`src/rtl/countdown6.sv`:
```
// ---------------------------------------------------------------------------
// countdown6 : loadable 6-bit down counter with start/busy/done handshake.
//
// The counter is loaded with a required number of enabled cycles. It
// decrements while busy and en are high. When the count reaches zero it
// raises a single-cycle done pulse. A load while busy aborts the current run
// without producing done. A load of zero completes at once with a done pulse.
//
// Ports
//   clk       in   1  rising-edge clock
//   clr       in   1  asynchronous reset, active-low
//   load      in   1  synchronous start, captures load_val (highest priority)
//   load_val  in   6  cycles to run, 0..63
//   en        in   1  count enable, only effective while busy
//   out       out  6  remaining count, registered
//   busy      out  1  count in progress, registered
//   done      out  1  one-cycle terminal pulse, registered
//   zero      out  1  combinational (out == 0)
// ---------------------------------------------------------------------------
module countdown6 (
  input  logic       clk,
  input  logic       clr,
  input  logic       load,
  input  logic [5:0] load_val,
  input  logic       en,
  output logic [5:0] out,
  output logic       busy,
  output logic       done,
  output logic       zero
);

  // The state encoding is {busy, done}. Both outputs are therefore plain
  // register bits, and the two flags cannot be high together in any legal state.
  localparam logic [1:0] ST_IDLE = 2'b00;
  localparam logic [1:0] ST_DONE = 2'b01;
  localparam logic [1:0] ST_RUN  = 2'b10;

  logic [1:0] state_q, state_d;
  logic [5:0] cnt_q, cnt_d;
  logic       dec_en_s;
  logic       last_s;
  logic [5:0] cnt_dec_s;

  // Borrow-chain decrement. Bit i toggles when every lower bit is 0 and
  // the chain is enabled. This is the up-counter's carry chain with the
  // inverted bit sense.
  function automatic logic [5:0] borrow_dec(input logic [5:0] v, input logic g);
    logic [5:0] r;
    logic       borrow;
    borrow = g;
    for (int i = 0; i < 6; i++) begin
      r[i]   = v[i] ^ borrow;
      borrow = borrow & ~v[i];
    end
    return r;
  endfunction

  // Decrement qualification and terminal-count detection
  always_comb begin
    dec_en_s  = (state_q == ST_RUN) & en;
    last_s    = (cnt_q == 6'd1);
    cnt_dec_s = borrow_dec(cnt_q, dec_en_s);
  end

  // State and count registers, asynchronously cleared by clr
  always_ff @(posedge clk or negedge clr) begin
    if (!clr) begin
      state_q <= ST_IDLE;
      cnt_q   <= 6'd0;
    end else begin
      state_q <= state_d;
      cnt_q   <= cnt_d;
    end
  end

  // Next-state logic: load first, then decrement, then hold
  always_comb begin
    state_d = ST_IDLE;
    cnt_d   = cnt_q;
    if (load) begin
      cnt_d = load_val;
      if (load_val != 6'd0) begin
        state_d = ST_RUN;
      end else begin
        state_d = ST_DONE;
      end
    end else begin
      case (state_q)
        ST_RUN: begin
          if (en) begin
            cnt_d   = cnt_dec_s;
            state_d = last_s ? ST_DONE : ST_RUN;
          end else begin
            state_d = ST_RUN;
          end
        end
        // done lasts exactly one cycle
        ST_DONE: state_d = ST_IDLE;
        ST_IDLE: state_d = ST_IDLE;
        default: begin
          // Unreachable encoding {1,1}: recover to idle and keep the count.
          state_d = ST_IDLE;
        end
      endcase
    end
  end

  // Output decode: each output is a register bit, except zero
  always_comb begin
    out  = cnt_q;
    busy = state_q[1];
    done = state_q[0];
    zero = (cnt_q == 6'd0);
  end

endmodule

```
`config.mk`:
```
export PLATFORM = sky130hd
export DESIGN_NAME = countdown6
export DESIGN_NICKNAME = d
export VERILOG_FILES = /design/src/rtl/countdown6.sv
export SDC_FILE = /design/constraint.sdc
export NUM_CORES = 1
export LEC_CHECK = 0
export ABC_CLOCK_PERIOD_IN_PS = 2900
export CELL_PAD_IN_SITES_DETAIL_PLACEMENT = 0
export CELL_PAD_IN_SITES_GLOBAL_PLACEMENT = 2
export CORE_ASPECT_RATIO = 1.2
export CORE_UTILIZATION = 27
export CTS_CLUSTER_SIZE = 25
export DETAILED_ROUTE_END_ITERATION = 6
export PLACE_DENSITY_LB_ADDON = 0.1
export SETUP_SLACK_MARGIN = 0.4
export SKIP_LAST_GASP = 1
export SLEW_MARGIN = 20
export SYNTH_ARGS = -nofsm -noshare
export SYNTH_HDL_FRONTEND = slang
export SYNTH_SLANG_ARGS = --single-unit
```
`constraint.sdc`:
```
create_clock -name clk -period 2.9 [get_ports clk]
set_input_delay 0.58 -clock clk [delete_from_list [all_inputs] [get_ports clk]]
set_output_delay 0.58 -clock clk [all_outputs]
set_load 0.1 [all_outputs]
```
==> flow_summary_export.csv, run 1 <==
group,metric,value,unit
synth,synth_nets,68,
status,status,"completed",
global_route,overflow,0,
floorplanning,die_h,50.7,um
worst_setup_path,reg2reg_from,"state_q[1]$_DFF_PN0_",
worst_setup_path,cpPeakStageDelay,0.26,ns
synth,ys_types,25,
clock_tree,clk_latency,0.25,ns
synth,yosysTopAreaCellShare,37.5,%
worst_setup_path,crit_path_frequent_cell,"ha_1",
global_route,track_usage,13.7,%
global_route,grt_use_met2,21.8,%
clock_tree,cts_inserted_buffers,3,
power_and_ir_drop,p_per_area,562,nW/um2
worst_setup_path,rr_endpoint,"out[4]$_DFFE_PN0P_",
floorplanning,core-area,1850,um2
min_path,whs_endpoint,"state_q[0]$_DFF_PN0_",
layout,antenna_cells,0,
worst_setup_path,cp.arrival,2.22,ns
place,detailed_place.area,686,um2
min_path,worstHoldStart,"out[0]$_DFFE_PN0P_",
layout,drive_above_1_share,24.0,%
layout,area_growth,36.5,%
detailed_routing,drt_first_pass_iters,4,
timing,period_needed,2.06,ns
worst_setup_path,cp-end-kind,"flop",
synth,syn-mean-instance-area,10.1,um2
synth,synth_cells,53,
clock_tree,hold_buffers,0,
global_route,grt_pass1_wl,2170,um
clock_tree,h-tree-depth,1,
floorplanning,fp-row-count,17,
detailed_routing,drt_iter0_markers,4,
layout,filler_cell_count,198,
layout,fin_cells,94,
power_and_ir_drop,p_leak,0.343,nW
clock_tree,clkTransAtPathRegs,0.06,ns
detailed_routing,routed_via_density,5.10,
synth,yosys.area.top_type,"dfrtp_1",
worst_setup_path,critPathLaunch,"en",
clock_tree,cts_tree,"yes",
clock_tree,clock_sinks,8,
worst_setup_path,cp.depth,10,
timing,setup_violations,0,
global_route,antenna_found_initial,0,
place,port_buffers,18,
global_route,grt_util_met1,17.5,%
detailed_routing,vias,479,
clock_tree,root_buffer,"clkbuf_4",
worst_setup_path,path_delay_family,"adder cells",
timing,max_clock_freq,485,MHz
layout,final_nets,91,
floorplanning,start_util,28.9,%
detailed_routing,ant_nets,0,
timing,clock_skew,0.00409,ns
worst_setup_path,rr_worst_depth,9,
worst_setup_path,path_cells,"dlymetal6s2s_1 -> nand3b_4 -> inv_4 -> ha_1 -> ha_1 -> ha_1 -> ha_1 -> ha_1 -> nor3b_1 -> a211oi_1",
flow_run,cap_violations,0,
timing,worst_pin_slew,0.559,ns
timing,finalHoldViolCount,0,
timing,tns,0,ns
synth,ys_warn_count,0,
clock_tree,clock_path_buffers,2,
synth,synthTopCellsByArea,"dfrtp_1 (37%), ha_1 (12%), o311ai_1 (6.6%), or3_1 (4.7%), buf_12 (3.7%)",
place,globalplace.congestion,0.632,
min_path,hp-class,"reg -> reg",
place,placed_cells,88,
global_route,grt.busiest_layer,"met2",
timing,report.final.slew_viol_count,0,
timing,rsz0062_at_grt,"no",
floorplanning,fp.dieW,42.6,um
worst_setup_path,crit_slowest_cell,"ha_1",
synth,synthesis.area,534,um2
timing,relSlewSlack,62.6,%
min_path,whs_path_depth,2,
timing,period_share,71.1,%
global_route,gr-usage-met3,3.24,%
worst_setup_path,crit_required,3.06,ns
power_and_ir_drop,peakVddDrop,0.324,mV
synth,synth_seq_area_share,37.5,%
floorplanning,io_pins,19,
floorplanning,die_area,2160,um2
worst_setup_path,start_kind,"primary input",
detailed_routing,routedWlPerCell,13.0,um
detailed_routing,drt_wl_total,1220,um
worst_setup_path,cp.buffers_inverters,2,
detailed_routing,drc,0,
worst_setup_path,crit_path_max_fanout,6,
synth,ys_seq_elements,8,
worst_setup_path,reg2reg_slack,0.90,ns
worst_setup_path,path_class,"in -> reg",
layout,fin_area,729,um2
global_route,grt_max_degree,20,
global_route,grt_pass1_vias,473,
place,dpl.hpwl,983,um
## worst max path at each step
stage	slack, ns	end
floorplan	0.42	out[4]$_DFFE_PN0P_
global placement	0.20	out[4]$_DFFE_PN0P_
detailed placement	0.17	out[4]$_DFFE_PN0P_
CTS	0.43	out[4]$_DFFE_PN0P_
global route	0.71	out[4]$_DFFE_PN0P_
finish	0.84	out[4]$_DFFE_PN0P_
## cells in the mapped netlist
| master | count |
|---|---|
| dfrtp_1 | 8 |
| nand2b_1 | 1 |
| o311ai_1 | 4 |
| ha_1 | 5 |
| inv_4 | 1 |
| nor2_1 | 3 |
| nand3b_4 | 1 |
| nor2b_1 | 1 |
| xor2_1 | 1 |
| buf_12 | 1 |
| nor3_1 | 1 |
| nand4b_1 | 1 |
| or3_1 | 4 |
| nand2_1 | 5 |
| nor3_2 | 1 |
| nor3b_1 | 1 |
| and3_1 | 1 |
| o21ai_0 | 1 |
| o31ai_1 | 1 |
| nand3_1 | 2 |
| a41oi_1 | 1 |
| buf_6 | 1 |
| a211oi_1 | 1 |
| inv_1 | 5 |
| o21a_1 | 1 |
## cell type report
type	count	area, um2	share of cell area, %
timing repair buffer	20	175	24.0
tap	19	23.8	3.26
clock buffer	4	26.3	3.60
sequential	8	201	27.6
multi-input combinational	37	278	38.1
inverter	6	25.0	3.43
## per-stage QoR
step / utilization (%) / setup WS, ns / total power [W] / hold slack, ns
6_report: 39.4 / 0.837 / 0.000410 / 0.588
5_1_grt: 39.4 / 0.707 / 0.000440 / 0.629
4_1_cts: 38.5 / 0.425 / 0.000412 / 0.593
3_5_place_dp: 37.1 / 0.170 / 0.000318 / 0.585
3_3_place_gp: 37.1 / 0.205 / 0.000320 / 0.586
2_1_floorplan: - / 0.416 / 0.000271 / 0.284
## power breakdown
group | switching [W] | internal (W)
clock network | 0.0000401 | 0.0000528
registers | 0.0000126 | 0.000123
logic | 0.000131 | 0.0000496
## registers in the layout, summed over array words and instances (netlist names)
signal / cells
state_q: 2
out: 6
## cells by family after synthesis
logic type	count (synthesis)	synth area share, %
compound gates	9	13.3
xor+xnor	1	1.64
fa+ha+maj	5	11.7
buf+inv	8	10.5
flops	8	37.5
simple gates	22	25.3
## repair_timing
item	in CTS	in global routing
endpoints found under the setup margin	0	2
gates resized for setup	0	1
buffers inserted	0	2
endpoints found under the hold margin	0	0
## layout by cell type, fill, tap and decap left out
cell / count
a211oi_1: 1
a41oi_1: 1
and3_1: 1
buf_4: 11
clkbuf_1: 1
clkbuf_4: 3
clkdlybuf4s50_1: 8
dfrtp_1: 7
dfrtp_2: 1
dlymetal6s2s_1: 1
ha_1: 5
inv_1: 5
inv_4: 1
nand2_1: 5
nand2b_1: 1
nand3_1: 2
nand3b_4: 1
nand4b_1: 1
nor2_1: 3
nor2b_1: 1
nor3_1: 1
nor3_2: 1
nor3b_1: 1
o21a_1: 1
o21ai_0: 1
o311ai_1: 4
o31ai_1: 1
or3_1: 4
xor2_1: 1
## layer usage
metal	wire length (um)	vias to the layer above	share of wire, %
met1	556	221	45
met4	16	0	1.3
met2	580	17	47
met3	69	4	5.6
li1	-	237	-
met5	0	-	0
## tightest hold or removal path, delay by kind of cell (launching register included)
| family | cells | cell delay, ns |
|---|---|---|
| AOI/OAI and AO/OA | 1 | 0.06 |
| DFF | 1 | 0.41 |
| and+or+nand+nor | 1 | 0.08 |
No activity file was read; power rests on OpenSTA's default activity.
==> inputs of run 2 (changes only) <==
- ABC_CLOCK_PERIOD_IN_PS: 2900 -> 2000
- CORE_UTILIZATION: 27 -> 25
- clock period: 2.9 -> 2 ns (I/O delays scaled with it)
==> run 2 against run 1 <==
Clock power up 52%. Worst hold slack worse by 0.16 ns. First-iteration DRC count up 130%. Clock skew up 0.0022 ns. Count of clock-buffer cells in the layout unchanged. Sequential power up 48%. Critical path depth unchanged. Utilization up 7.6 points. Sequential cell count unchanged. Die area up 7.6%. Largest cell class unchanged. Largest power group unchanged.
==> flow_summary_export.csv, run 2 (synthesized netlist as in run 1, its figures left out) <==
group,metric,value,unit
status,status,"completed",
timing,finalHoldViolCount,0,
place,globalplace.congestion,0.682,
detailed_routing,routedWlPerCell,14.2,um
floorplanning,io_pins,19,
global_route,overflow,0,
floorplanning,fp.dieW,44.2,um
clock_tree,cts_tree,"yes",
worst_setup_path,rr_endpoint,"out[5]$_DFFE_PN0P_",
timing,period_needed,1.83,ns
worst_setup_path,critPathLaunch,"state_q[1]$_DFF_PN0_",
clock_tree,clk_latency,0.26,ns
place,port_buffers,18,
worst_setup_path,cpPeakStageDelay,0.49,ns
timing,rsz0062_at_grt,"yes",
global_route,track_usage,15.2,%
floorplanning,start_util,27.9,%
timing,tns,0,ns
power_and_ir_drop,p_per_area,726,nW/um2
timing,relSlewSlack,74.3,%
worst_setup_path,path_cells,"nand3b_4 -> inv_4 -> ha_4 -> ha_4 -> ha_4 -> ha_4 -> ha_4 -> nand4b_1 -> xor2_1 -> o21ai_1",
timing,worst_pin_slew,0.384,ns
timing,clock_skew,0.00627,ns
clock_tree,clock_sinks,8,
worst_setup_path,rr_worst_depth,10,
layout,area_growth,68.6,%
clock_tree,cts_inserted_buffers,3,
worst_setup_path,cp.arrival,1.96,ns
worst_setup_path,reg2reg_from,"state_q[1]$_DFF_PN0_",
worst_setup_path,crit_path_frequent_cell,"ha_4",
clock_tree,clock_path_buffers,2,
layout,final_cell_mix,"buf_4 (16), clkdlybuf4s50_1 (8), inv_1 (5), nand2_1 (5), ha_4 (5)",
detailed_routing,drt_wl_total,1430,um
layout,final_nets,98,
detailed_routing,routed_via_density,5.00,
global_route,grt_max_degree,12,
min_path,hp-class,"in -> async",
global_route,antenna_found_initial,0,
worst_setup_path,cp.buffers_inverters,1,
floorplanning,die_area,2330,um2
timing,report.final.slew_viol_count,0,
worst_setup_path,path_delay_family,"adder cells",
floorplanning,die_h,52.6,um
worst_setup_path,crit_required,2.14,ns
clock_tree,clkTransAtPathRegs,0.06,ns
detailed_routing,drc,0,
detailed_routing,drt_iter0_markers,9,
worst_setup_path,crit_end,"out[5]$_DFFE_PN0P_",
detailed_routing,vias,505,
clock_tree,root_buffer,"clkbuf_4",
layout,final_common_cell,"buf_4",
clock_tree,hold_buffers,0,
worst_setup_path,reg2reg_slack,0.17,ns
detailed_routing,drt_first_pass_iters,6,
floorplanning,core-area,1910,um2
global_route,grt_pass1_vias,554,
place,dpl.hpwl,1130,um
floorplanning,fp-row-count,17,
layout,largest_reg_flops,6,
worst_setup_path,cp-end-kind,"flop",
worst_setup_path,start_kind,"flop",
worst_setup_path,cp.depth,10,
timing,max_clock_freq,547,MHz
detailed_routing,ant_nets,0,
power_and_ir_drop,peakVddDrop,0.437,mV
layout,antenna_cells,0,
worst_setup_path,crit_slowest_cell,"dfrtp_4",
timing,period_share,91.4,%
worst_setup_path,crit_path_max_fanout,2,
global_route,grt_pass1_wl,2480,um
worst_setup_path,path_class,"reg -> reg",
layout,drive_above_1_share,47.6,%
clock_tree,h-tree-depth,1,
layout,fin_util,47.1,%
timing,setup_violations,0,
flow_run,cap_violations,0,
power_and_ir_drop,p_leak,0.377,nW
[run 2: cell types whose count changed in the layout (fill, tap and decap cells not counted), moves of 2 or more]
| cell | change |
|---|---|
| buf_12 | +2 |
| buf_4 | +5 |
| dfrtp_1 | -4 |
| dfrtp_2 | +2 |
| dfrtp_4 | +2 |
| ha_1 | -5 |
| ha_4 | +5 |
[run 2: stage by stage]
| stage | instance area (um2) | worst slack [ns] | std cells | power [W] | hold WS, ns |
|---|---|---|---|---|---|
| 3_5_place_dp | 827 | -0.244 | 93 | 0.000506 | 0.584 |
| 3_3_place_gp | 827 | -0.244 | 93 | 0.000503 | 0.581 |
| 6_report | 901 | 0.172 | 101 | 0.000654 | 0.423 |
| 5_1_grt | 901 | 0.0669 | 101 | 0.000704 | 0.440 |
| 4_1_cts | 877 | 0.153 | 100 | 0.000657 | 0.434 |
| 2_1_floorplan | 614 | -0.0740 | 53 | 0.000418 | 0.104 |
[run 2: layer usage]
layer	vias to the layer above	track usage [%]	share of wire, %	wire, um
li1	248	-	-	-
met1	240	18.5	43	614
met2	17	25.2	52	750
met3	0	2.41	4.6	66
met4	0	7.58	0	0
met5	-	0	0	0
[run 2: area by class of cell]
cell class / instances / area [um2]
fill: 192 / 1010
sequential: 8 / 211
tap: 19 / 23.8
clock buffer: 4 / 26.3
inverter: 6 / 25.0
multi-input combinational: 37 / 365
timing repair buffer: 27 / 249
[run 2: report_power, final]
part | switching, W | total [W] | internal (W) | leakage [nW]
sequential | 0.0000193 | 0.000201 | 0.000181 | 0.0896
combinational | 0.000210 | 0.000313 | 0.000103 | 0.272
clock | 0.0000639 | 0.000141 | 0.0000768 | 0.0150
total | 0.000293 | 0.000654 | 0.000361 | 0.377
[run 2: worst register-to-register path, delay by kind of cell, from the launching register on]
family          cells  cell delay [ns]
compound gates      1             0.07
xor+xnor            1             0.16
fa+ha+maj           5             0.76
buf+inv             1             0.04
flops               1             0.49
simple gates        2             0.20
[run 2: repair_timing]
item	4_1_cts	5_1_grt
resized for setup	2	3
buffers inserted	3	1
pin swaps	3	4
setup endpoints to repair	6	6
[run 2: how the worst min path moves through the flow]
stage                           endpoint  cells after the start                from
floorplan             out[0]$_DFFE_PN0P_                      0                 clr
global route        state_q[0]$_DFF_PN0_                      1                 clr
CTS                 state_q[0]$_DFF_PN0_                      1                 clr
detailed placement  state_q[0]$_DFF_PN0_                      2  out[0]$_DFFE_PN0P_
finish              state_q[1]$_DFF_PN0_                      1                 clr
global placement    state_q[0]$_DFF_PN0_                      2  out[0]$_DFFE_PN0P_
==> inputs of run 3 (changes only) <==
- ABC_CLOCK_PERIOD_IN_PS: 2000 -> 2200
- CORE_UTILIZATION: 25 -> 27
- clock period: 2 -> 2.2 ns (I/O delays scaled with it)
==> run 3 against run 2 <==
Utilization shrank 0.27 points. Fmax up 0.44%. Wire length decreased by 12%. Sequential power down 9%. Final area decreased by 3.9%. Critical endpoint unchanged. Largest power group unchanged.
==> flow_summary_export.csv, run 3 (synthesized netlist as in run 1, its figures left out) <==
group,metric,value,unit
timing,clock_skew,0.00309,ns
floorplanning,start_util,28.9,%
detailed_routing,routed_via_density,5.11,
timing,fin_ws,0.380,ns
place,pre_cts_slack,-0.104,ns
global_route,grt_pass1_vias,510,
detailed_routing,drc,0,
timing,worst_pin_slew,0.393,ns
worst_setup_path,crit_required,2.35,ns
power_and_ir_drop,p_leak,0.361,nW
detailed_routing,drt_wl_total,1260,um
layout,largest_reg_flops,6,
place,dpl.hpwl,1040,um
global_route,antenna_found_initial,0,
timing,rsz0062_at_grt,"yes",
clock_tree,clock_sinks,8,
detailed_routing,drt_first_pass_iters,4,
layout,final_common_cell,"buf_4",
global_route,overflow,0,
clock_tree,root_buffer,"clkbuf_4",
worst_setup_path,path_cells,"nand3b_4 -> inv_4 -> ha_4 -> ha_4 -> ha_4 -> ha_4 -> ha_4 -> nand4b_1 -> xor2_1 -> o21ai_1",
floorplanning,die_area,2160,um2
timing,tns,0,ns
layout,final_cell_mix,"buf_4 (15), clkdlybuf4s50_1 (8), inv_1 (5), nand2_1 (5), ha_4 (5)",
layout,antenna_cells,0,
clock_tree,cts_tree,"yes",
timing,max_clock_freq,550,MHz
clock_tree,h-tree-depth,1,
place,port_buffers,18,
layout,drive_above_1_share,43.8,%
floorplanning,fp-row-count,17,
worst_setup_path,cpPeakStageDelay,0.48,ns
timing,finalHoldViolCount,0,
floorplanning,die_h,50.7,um
floorplanning,io_pins,19,
timing,report.final.slew_viol_count,0,
worst_setup_path,crit_slowest_cell,"dfrtp_4",
status,status,"completed",
worst_setup_path,cp-end-kind,"flop",
timing,period_share,82.7,%
power_and_ir_drop,totalPowerFinal,0.000585,W
layout,area_growth,62.1,%
detailed_routing,drt_iter0_markers,5,
layout,fin_util,46.8,%
detailed_routing,ant_nets,0,
floorplanning,fp.dieW,42.6,um
timing,relSlewSlack,73.7,%
detailed_routing,vias,506,
worst_setup_path,reg2reg_slack,0.38,ns
timing,period_needed,1.82,ns
timing,setup_violations,0,
worst_setup_path,path_class,"reg -> reg",
layout,final_nets,96,
clock_tree,clk_latency,0.26,ns
power_and_ir_drop,peakVddDrop,0.306,mV
place,globalplace.congestion,0.682,
worst_setup_path,crit_path_frequent_cell,"ha_4",
layout,filler_cell_count,188,
worst_setup_path,start_kind,"flop",
global_route,track_usage,13.7,%
worst_setup_path,rr_worst_depth,10,
clock_tree,clkTransAtPathRegs,0.06,ns
min_path,hp-class,"in -> async",
clock_tree,cts_inserted_buffers,3,
clock_tree,clock_path_buffers,2,
power_and_ir_drop,p_per_area,675,nW/um2
floorplanning,core-area,1850,um2
global_route,grt_max_degree,11,
flow_run,cap_violations,0,
worst_setup_path,crit_path_max_fanout,2,
worst_setup_path,cp.arrival,1.97,ns
global_route,grt_pass1_wl,2170,um
detailed_routing,routedWlPerCell,12.7,um
run 3: power by group:
group	switching [W]	leakage, nW	internal, W	total [W]
logic	0.000186	0.256	0.0000851	0.000271
clock network	0.0000610	0.0150	0.0000701	0.000131
registers	0.0000183	0.0896	0.000165	0.000183
run 3: path summary, 6_finish.rpt:
path | startpoint | endpoint
hold reg to reg | out[0]$_DFFE_PN0P_ | state_q[0]$_DFF_PN0_
max in group asynchronous | clr | state_q[0]$_DFF_PN0_
setup / recovery | state_q[1]$_DFF_PN0_ | out[5]$_DFFE_PN0P_
min in group clk | out[0]$_DFFE_PN0P_ | state_q[0]$_DFF_PN0_
setup reg to reg | state_q[1]$_DFF_PN0_ | out[5]$_DFFE_PN0P_
hold / removal | clr | out[4]$_DFFE_PN0P_
run 3: routing by layer:
metal  up-vias  wire, um  GRT usage (%)
li1        248         -              -
met1       242       524           15.2
met2        14       666           24.9
met3         2        47           2.52
met4         0        19           6.25
met5         -         0              0
run 3: metrics by stage:
stage	area (um2)	cells	hold slack, ns
after detailed placement	815	93	0.585
after global placement	815	93	0.583
after CTS	855	99	0.483
after global routing	866	99	0.498
final	866	99	0.465
after floorplan	614	53	0.144
run 3: what timing repair did:
| action | in CTS | in global routing |
|---|---|---|
| buffers inserted | 2 | 0 |
| pin swaps | 2 | 2 |
| resized for setup | 1 | 2 |
| endpoints found under the setup margin | 4 | 4 |
| hold buffers | 0 | 0 |
run 3: layout make-up:
class                           instances  area, um2  area share (%)
Timing Repair Buffer                   25        221            25.6
Clock buffer                            4       26.3            3.03
Tap cell                               19       23.8            2.75
Inverter                                6       25.0            2.89
Sequential cell                         8        211            24.4
Multi-Input combinational cell         37        358            41.3
run 3: critical path, delay by kind of cell, from the launching register on:
family,cells,cell delay [ns]
buffers and inverters,1,0.04
AND/OR/NAND/NOR,2,0.20
flip-flops,1,0.48
XOR/XNOR,1,0.16
AO/OA/AOI/OAI,1,0.07
adder cells (fa/ha/maj),5,0.75
